==> src/rtl/led_matrix_scan_ctrl.sv <==
// Column-scan sequencer for a ROWS x COLS LED dot matrix with a double-buffered frame.
// Optional LED_MATRIX_BRIGHTNESS_EN adds a per-frame brightness limit on the drive window.
module led_matrix_scan_ctrl #(
  parameter int unsigned ROWS      = 5,
  parameter int unsigned COLS      = 7,
  parameter int unsigned TICK_DIV  = 16,
  parameter int unsigned BLANK_CYC = 2
) (
  input  logic                     clk,
  input  logic                     rst_n,
  input  logic [ROWS*COLS-1:0]     frame_in,
  input  logic                     frame_valid,
  output logic                     frame_ready,
`ifdef LED_MATRIX_BRIGHTNESS_EN
  input  logic [2:0]               brightness,
`endif
  output logic [COLS-1:0]          col_n,
  output logic [ROWS-1:0]          row,
  output logic [$clog2(COLS)-1:0]  col_idx,
  output logic                     frame_start
);

  localparam int unsigned PW = $clog2(TICK_DIV);
  localparam int unsigned CW = $clog2(COLS);
  localparam int unsigned FW = ROWS * COLS;

  // p/col hold the slot position currently shown on the outputs
  logic [PW-1:0] p, next_p;
  logic [CW-1:0] col, next_col;
  logic          running;
  logic [FW-1:0] display, shadow, next_display;
  logic          pending;
  logic          last_p, last_col, boundary, swap, xfer, drive;
  logic [COLS-1:0] next_col_n;
  logic [ROWS-1:0] next_row;
  logic            next_frame_start;
`ifdef LED_MATRIX_BRIGHTNESS_EN
  logic [2:0] bright_reg, next_bright;
`endif

  // Next slot position, buffer swap and registered output values
  always_comb begin
    last_p   = (p == PW'(TICK_DIV - 1));
    last_col = (col == CW'(COLS - 1));
    boundary = running && last_p && last_col;
    swap     = boundary && pending;
    xfer     = frame_valid && frame_ready;
    next_p   = '0;
    next_col = '0;
    if (running) begin
      next_p   = last_p ? '0 : p + PW'(1);
      next_col = last_p ? (last_col ? '0 : col + CW'(1)) : col;
    end
    next_display = swap ? shadow : display;
    drive        = (next_p >= PW'(BLANK_CYC));
`ifdef LED_MATRIX_BRIGHTNESS_EN
    next_bright = boundary ? brightness : bright_reg;
    drive       = drive && (3'(next_p) <= next_bright);
`endif
    next_frame_start = (next_p == '0) && (next_col == '0);
    next_col_n = '1;
    next_row   = '0;
    for (int unsigned c = 0; c < COLS; c++) begin
      if (drive && (next_col == CW'(c))) begin
        next_col_n[c] = 1'b0;
        next_row      = next_display[c*ROWS +: ROWS];
      end
    end
  end

  // Counters, frame buffers, handshake and registered outputs
  always_ff @(posedge clk or negedge rst_n) begin
    if (!rst_n) begin
      p           <= '0;
      col         <= '0;
      running     <= 1'b0;
      display     <= '0;
      shadow      <= '0;
      pending     <= 1'b0;
      frame_ready <= 1'b1;
      col_n       <= '1;
      row         <= '0;
      col_idx     <= '0;
      frame_start <= 1'b0;
`ifdef LED_MATRIX_BRIGHTNESS_EN
      bright_reg  <= 3'd7;
`endif
    end else begin
      p           <= next_p;
      col         <= next_col;
      running     <= 1'b1;
      display     <= next_display;
      col_n       <= next_col_n;
      row         <= next_row;
      col_idx     <= next_col;
      frame_start <= next_frame_start;
`ifdef LED_MATRIX_BRIGHTNESS_EN
      bright_reg  <= next_bright;
`endif
      // ready implies not pending, so a transfer and a swap never coincide
      if (xfer) begin
        shadow      <= frame_in;
        pending     <= 1'b1;
        frame_ready <= 1'b0;
      end else if (swap) begin
        pending     <= 1'b0;
        frame_ready <= 1'b1;
      end
    end
  end

endmodule

==> config.mk <==
export PLATFORM = sky130hd
export DESIGN_NAME = led_matrix_scan_ctrl
export DESIGN_NICKNAME = d
export VERILOG_FILES = /design/src/rtl/led_matrix_scan_ctrl.sv
export SDC_FILE = /design/constraint.sdc
export NUM_CORES = 1
export LEC_CHECK = 0
export BUFFER_PORTS_ARGS = -buffer_cell sky130_fd_sc_hd__buf_2
export CELL_PAD_IN_SITES_DETAIL_PLACEMENT = 0
export CELL_PAD_IN_SITES_GLOBAL_PLACEMENT = 1
export CORE_MARGIN = 2
export CORE_UTILIZATION = 50
export DETAILED_ROUTE_END_ITERATION = 8
export PLACE_DENSITY_LB_ADDON = 0.1
export SLEW_MARGIN = 10
export SYNTH_ARGS = -nofsm -noshare
export SYNTH_HDL_FRONTEND = slang
export SYNTH_SLANG_ARGS = --single-unit
==> constraint.sdc <==
create_clock -name clk -period 5.1 [get_ports clk]
set_input_delay 0.51 -clock clk [delete_from_list [all_inputs] [get_ports clk]]
set_output_delay 0.51 -clock clk [all_outputs]
set_load 0.01 [all_outputs]
Yosys cells after proc, flatten, opt, wreduce, memory -nomap -nowiden:

Index checks and enable logic that the tools add are counted.

* add/subtract/negate cells: 2
* magnitude comparators: 1
* eq/ne operators: 8
* multiplexer cells: 24
* reduce and logical (&&, ||, !) cells: 15

Operator list (count)
* 35-bit 2-to-1 mux: 1
* 5-bit 2-to-1 mux: 7
* 3-bit equality test, second input constant: 4
* 1-bit logical AND: 12
* 1-bit 2-to-1 mux: 11
* 3-bit 2-to-1 mux: 3
* 4-bit 2-to-1 mux: 2
* 3-bit by 2-bit equality test with 1-bit output, second input constant: 2
* 4-bit by 1-bit adder with 4-bit output, second input constant: 1
* 4-bit equality test, second input constant: 1
* 4-bit by 2-bit >= comparator with 1-bit output, second input constant: 1
* 4-bit zero test: 1
* 3-bit by 1-bit adder with 3-bit output, second input constant: 1
* 3-bit by 1-bit equality test with 1-bit output, second input constant: 1
* 3-bit zero test: 1
* 2-bit nonzero test: 1

* bits in registers: 93
* bits of input ports: 38
* output and inout port bits: 17
* word-level logic and storage cells: 60

Depth between registers and ports, before layout:

* word-level depth: 13
* gate-level depth with buffers: 10
* depth with buffers taken out: 8

Least setup slack after synthesis:

OpenSTA, ideal clock, no wires.

* path kind: register -> register
* start: reg p[0]
* end: reg row[1]
* library setup time: 0.132 ns
* data arrival time: 2.487 ns
* required time: 4.968 ns
* setup slack: 2.481 ns
* cell stages (with the launch flop): 9
* path buffers: 1
* period minus slack after synthesis: 2.619 ns
* path through: dfrtp_1 > ha_1 > buf_2 > nand3_4 > nor4_4 > mux2_2 > a22o_1 > a2111oi_1 > o41ai_2

* elaborated cells between the ends (all ways): 32
* classes of those cells: add/sub: 1; order compare: 1; eq/ne: 7; mux: 12; reduce/logical: 11

RTL lines
* start, declared: RTL line 28 `logic [PW-1:0] p, next_p;`
* start signal, assigned: RTL line 89 `p <= next_p;`
* 4-bit equality test: RTL line 43 `last_p = (p == PW'(TICK_DIV - 1));`
* 1-bit logical AND (2 in a row): RTL line 45 `boundary = running && last_p && last_col;`
* 1-bit logical AND: RTL line 46 `swap = boundary && pending;`
* 35-bit 2-to-1 mux: RTL line 54 `next_display = swap ? shadow : display;`
* via next_display[6]: RTL line 31 `logic [FW-1:0] display, shadow, next_display;`
* 5-bit 2-to-1 mux (6 in a row): RTL line 64 `if (drive && (next_col == CW'(c))) begin`
* via next_row[1]: RTL line 35 `logic [ROWS-1:0] next_row;`
* end signal, assigned: RTL line 94 `row <= next_row;`
* end, declared: RTL line 18 `output logic [ROWS-1:0] row,`

The timed path passes the listed nets, and every way through them passes these cells.
A chain may end at the register's enable or synchronous reset.

Final worst setup path:

* start: reg p[0]
* end: reg row[2]

* elaborated cells between the ends (all ways): 32
* classes of those cells: add/sub: 1; order compare: 1; eq/ne: 7; mux: 12; reduce/logical: 11

RTL lines (RTL line)
* 4-bit equality test: 43
* 1-bit logical AND (2 in a row): 45
* 1-bit logical AND: 46
* 35-bit 2-to-1 mux: 54
* via next_display[12]: 31
* 5-bit 2-to-1 mux (5 in a row): 64
* via next_row[2]: 35

The timed path passes the listed nets, and every way through them passes these cells.

==> results.md <==
* Layout Utilization at between 50% and 60%
* Tmin final at 3.40 ns
* CP Cell Sequence: ha_1, nand3_4, nor4_4, buf_4, mux2_2, a211o_1, a21oi_1, o211ai_2
* Via count of the first global-routing pass at 2499
* Synth Register Bits at 93
* Class of the most critical hold timing path: in2async
* GPL Wtd Cong at 0.809
* Starting utilization of the core area at between 50% and 60%
* Largest net degree at the start of global routing at 51
* Number of sinks handled by clock tree synthesis at between 90 and 100
* Launch point of the worst reg-to-reg path: p[0]$_DFF_PN0_
* Global route overflow at 0
* Post-synth net total at about 330
* Peak clock frequency supported by timing at just under 300 MHz
* Starting DRC count in detailed routing at 120
* HPWL Detailed at 5.44 mm
* Arrival time at the worst endpoint at between 3 and 4 ns
* Critical path startpoint category: register
* Fraction of layout cells with a size suffix above 1 at a little under half
* Worst setup path start: p[0]$_DFF_PN0_
* Placeable core region at around 7800 um^2
* Antenna violations before repair at 0
* Total negative setup slack at 0 ns
* Number of buffers and inverters on the critical path at 1
* Later-pin clock latency in the skew report at approximately 0.36 ns
* Area delta synth->final at 13.3%
* Status: completed
* Setup violators final at 0
* Setup repair after global routing missed its margin: false
* Share of flip-flops with an asynchronous set or reset after synthesis at 100%
* Cell row count at 32
* Unique cell type count in the Yosys netlist at 60
* Cell area after technology mapping at around 4000 um^2
* Worst-case clock buffer depth at 2
* Number of buffers created by CTS at 9
* DRC at 0
* Part of the cycle the worst path needs at 66.7%
* GR Util All Layers at 19.5%
* Worst stage delay on the critical path at just under 0.8 ns
* Diodes inserted at 0
* Die Outline Area at slightly below 9000 um^2
* Number of ports placed on the die boundary at 55
* DR vias/cell at 5.37
* Hold-fix buffers at CTS at 0
* Largest fanout on the critical path at 23
* Horizontal die dimension at 93.6 um
* Highest-count cells in the layout ignoring fill and taps: 85 x dfrtp_1, 64 x mux2_2, 53 x buf_2
* Count of buffers from port buffering at 54
* Final net count at 387
* Final Skew at just over 0.01 ns
* Vias after detailed routing at about 2400
* Floorplan die height at between 90 and 100 um
* Avg Synthesized Cell Area at 13.8 um^2
* CTS tree: done
* Yosys Warn Count at 0
* P_leak at 2.27 nW
* Crit path max-delay cell type: nor4_4
* Final WL at approximately 7.7 mm
* Type of element capturing the critical path: register
* Worst endpoint required time at roughly 5.3 ns
* WL per Instance at 16.8 um
* Buffer count from post-CTS setup fixing at 0
* Worst slew pin tran at roughly 0.9 ns
* Relative slew margins at between 30% and 40%
* Most used DFF post-synth: dfrtp_1
* Number of maximum-capacitance violations at 0
* Post-synthesis sequential area ratio at between 50% and 60%
* Number of nets with antenna violations after routing at 0
* Cts repair resizes at 0
* Pwr per Cell Area at around 280 nW/um^2
* Most common cell after layout, fill and taps aside: dfrtp_1
* Setup Crit Path Kind: reg2reg
* IR drop worst, VDD at approximately 0.00016 V
* Synth top area share at about 53%
* Global-route wire length before repair at between 10 and 15 mm
* Hold Fails Final Rpt at 0
* EDFF count, synth at 0
* Count of H-tree levels built during CTS at 3
* Cell type group with the largest total delay on the critical path: simple AND/OR/NAND/NOR gates
* Cells taking the most area after synthesis: dfrtp_1 53%, mux2_2 18%, dfstp_2 5.2%, nand2_1 1.5%, inv_1 1.1%
* Drt pass-1 iters at 4
* Gate count of the mapped netlist at 292
* Number of pins exceeding their max-slew limit in the final report at 0
* CTS clk-pin slew, worst paths at approximately 0.090 ns
* Clock tree root driver cell: clkbuf_8
* Fin Hold WS at about 0.13 ns
* Post-synthesis cell type with the largest combined area: dfrtp_1
per-layer routing:
| layer | share of wire, % | wire (um) | global-route usage, % |
|---|---|---|---|
| met3 | 4.7 | 356 | 5.08 |
| met2 | 45 | 3470 | 29.1 |
| met1 | 49 | 3750 | 28.3 |
| met4 | 1.0 | 80 | 5.80 |
| met5 | 0 | 0 | 0 |
cells by family after synthesis:
family / count (synthesis) / synth area share [%]
buf+inv: 25 / 3.36
simple gates: 57 / 8.29
xor+xnor: 3 / 0.654
fa+ha+maj: 1 / 0.311
other cells: 1 / 0.0934
compound gates: 41 / 9.00
mux: 71 / 20.1
flops: 93 / 58.2
area by class of cell:
class / instances / area [um^2]
clock buffers: 10 / 128
clock inverters: 6 / 71.3
fillers: 685 / 3220
inverters: 13 / 48.8
multi-input cells: 174 / 1540
flip-flops and latches: 93 / 2340
well taps: 102 / 128
repair buffers: 57 / 295
worst paths after layout:
kind	to	cells after the start	slack, ns
worst max register to register	row[2]$_DFF_PN0_	8	1.70
worst max-delay path	row[2]$_DFF_PN0_	8	1.70
max in group asynchronous	display[28]$_DFF_PN0_	2	3.92
worst min register to register	display[7]$_DFF_PN0_	2	0.50
min in group clk	shadow[12]$_DFFE_PN0P_	2	0.37
worst min-delay path	shadow[22]$_DFFE_PN0P_	1	0.13
state kept, by name, indices dropped and copies added, names as in the netlist:
signal,cells
shadow,35
display,35
pending,1
col,3
p,4
row,5
frame_ready,1
running,1
frame_start,1
col_n,7
cell usage after synthesis (3+ instances only):
library cell / n
a21oi_1: 5
a22o_1: 4
and2_1: 6
and3_1: 4
buf_6: 3
clkbuf_1: 5
dfrtp_1: 85
dfstp_2: 8
inv_1: 12
mux2_2: 64
mux2_4: 3
mux2i_1: 3
nand2_1: 16
nand3_1: 4
nor2_1: 7
nor3_1: 3
o21ai_0: 6
power breakdown:
group	total [mW]	switching, mW	internal (mW)
Sequential	0.748	0.00580	0.742
Clock	0.495	0.265	0.230
Combinational	0.0531	0.0332	0.0199
through the flow:
stage               instances  power (mW)  setup WS [ns]  cell area [um^2]
detailed placement        439       0.817           1.70              4350
floorplan                 292       0.782           2.48              4020
finish                    455        1.30           1.70              4550
global placement          439       0.817           1.79              4350
CTS                       455        1.31           1.69              4550
global route              455        1.35           1.41              4550
No activity file was read; power rests on OpenSTA's default activity.
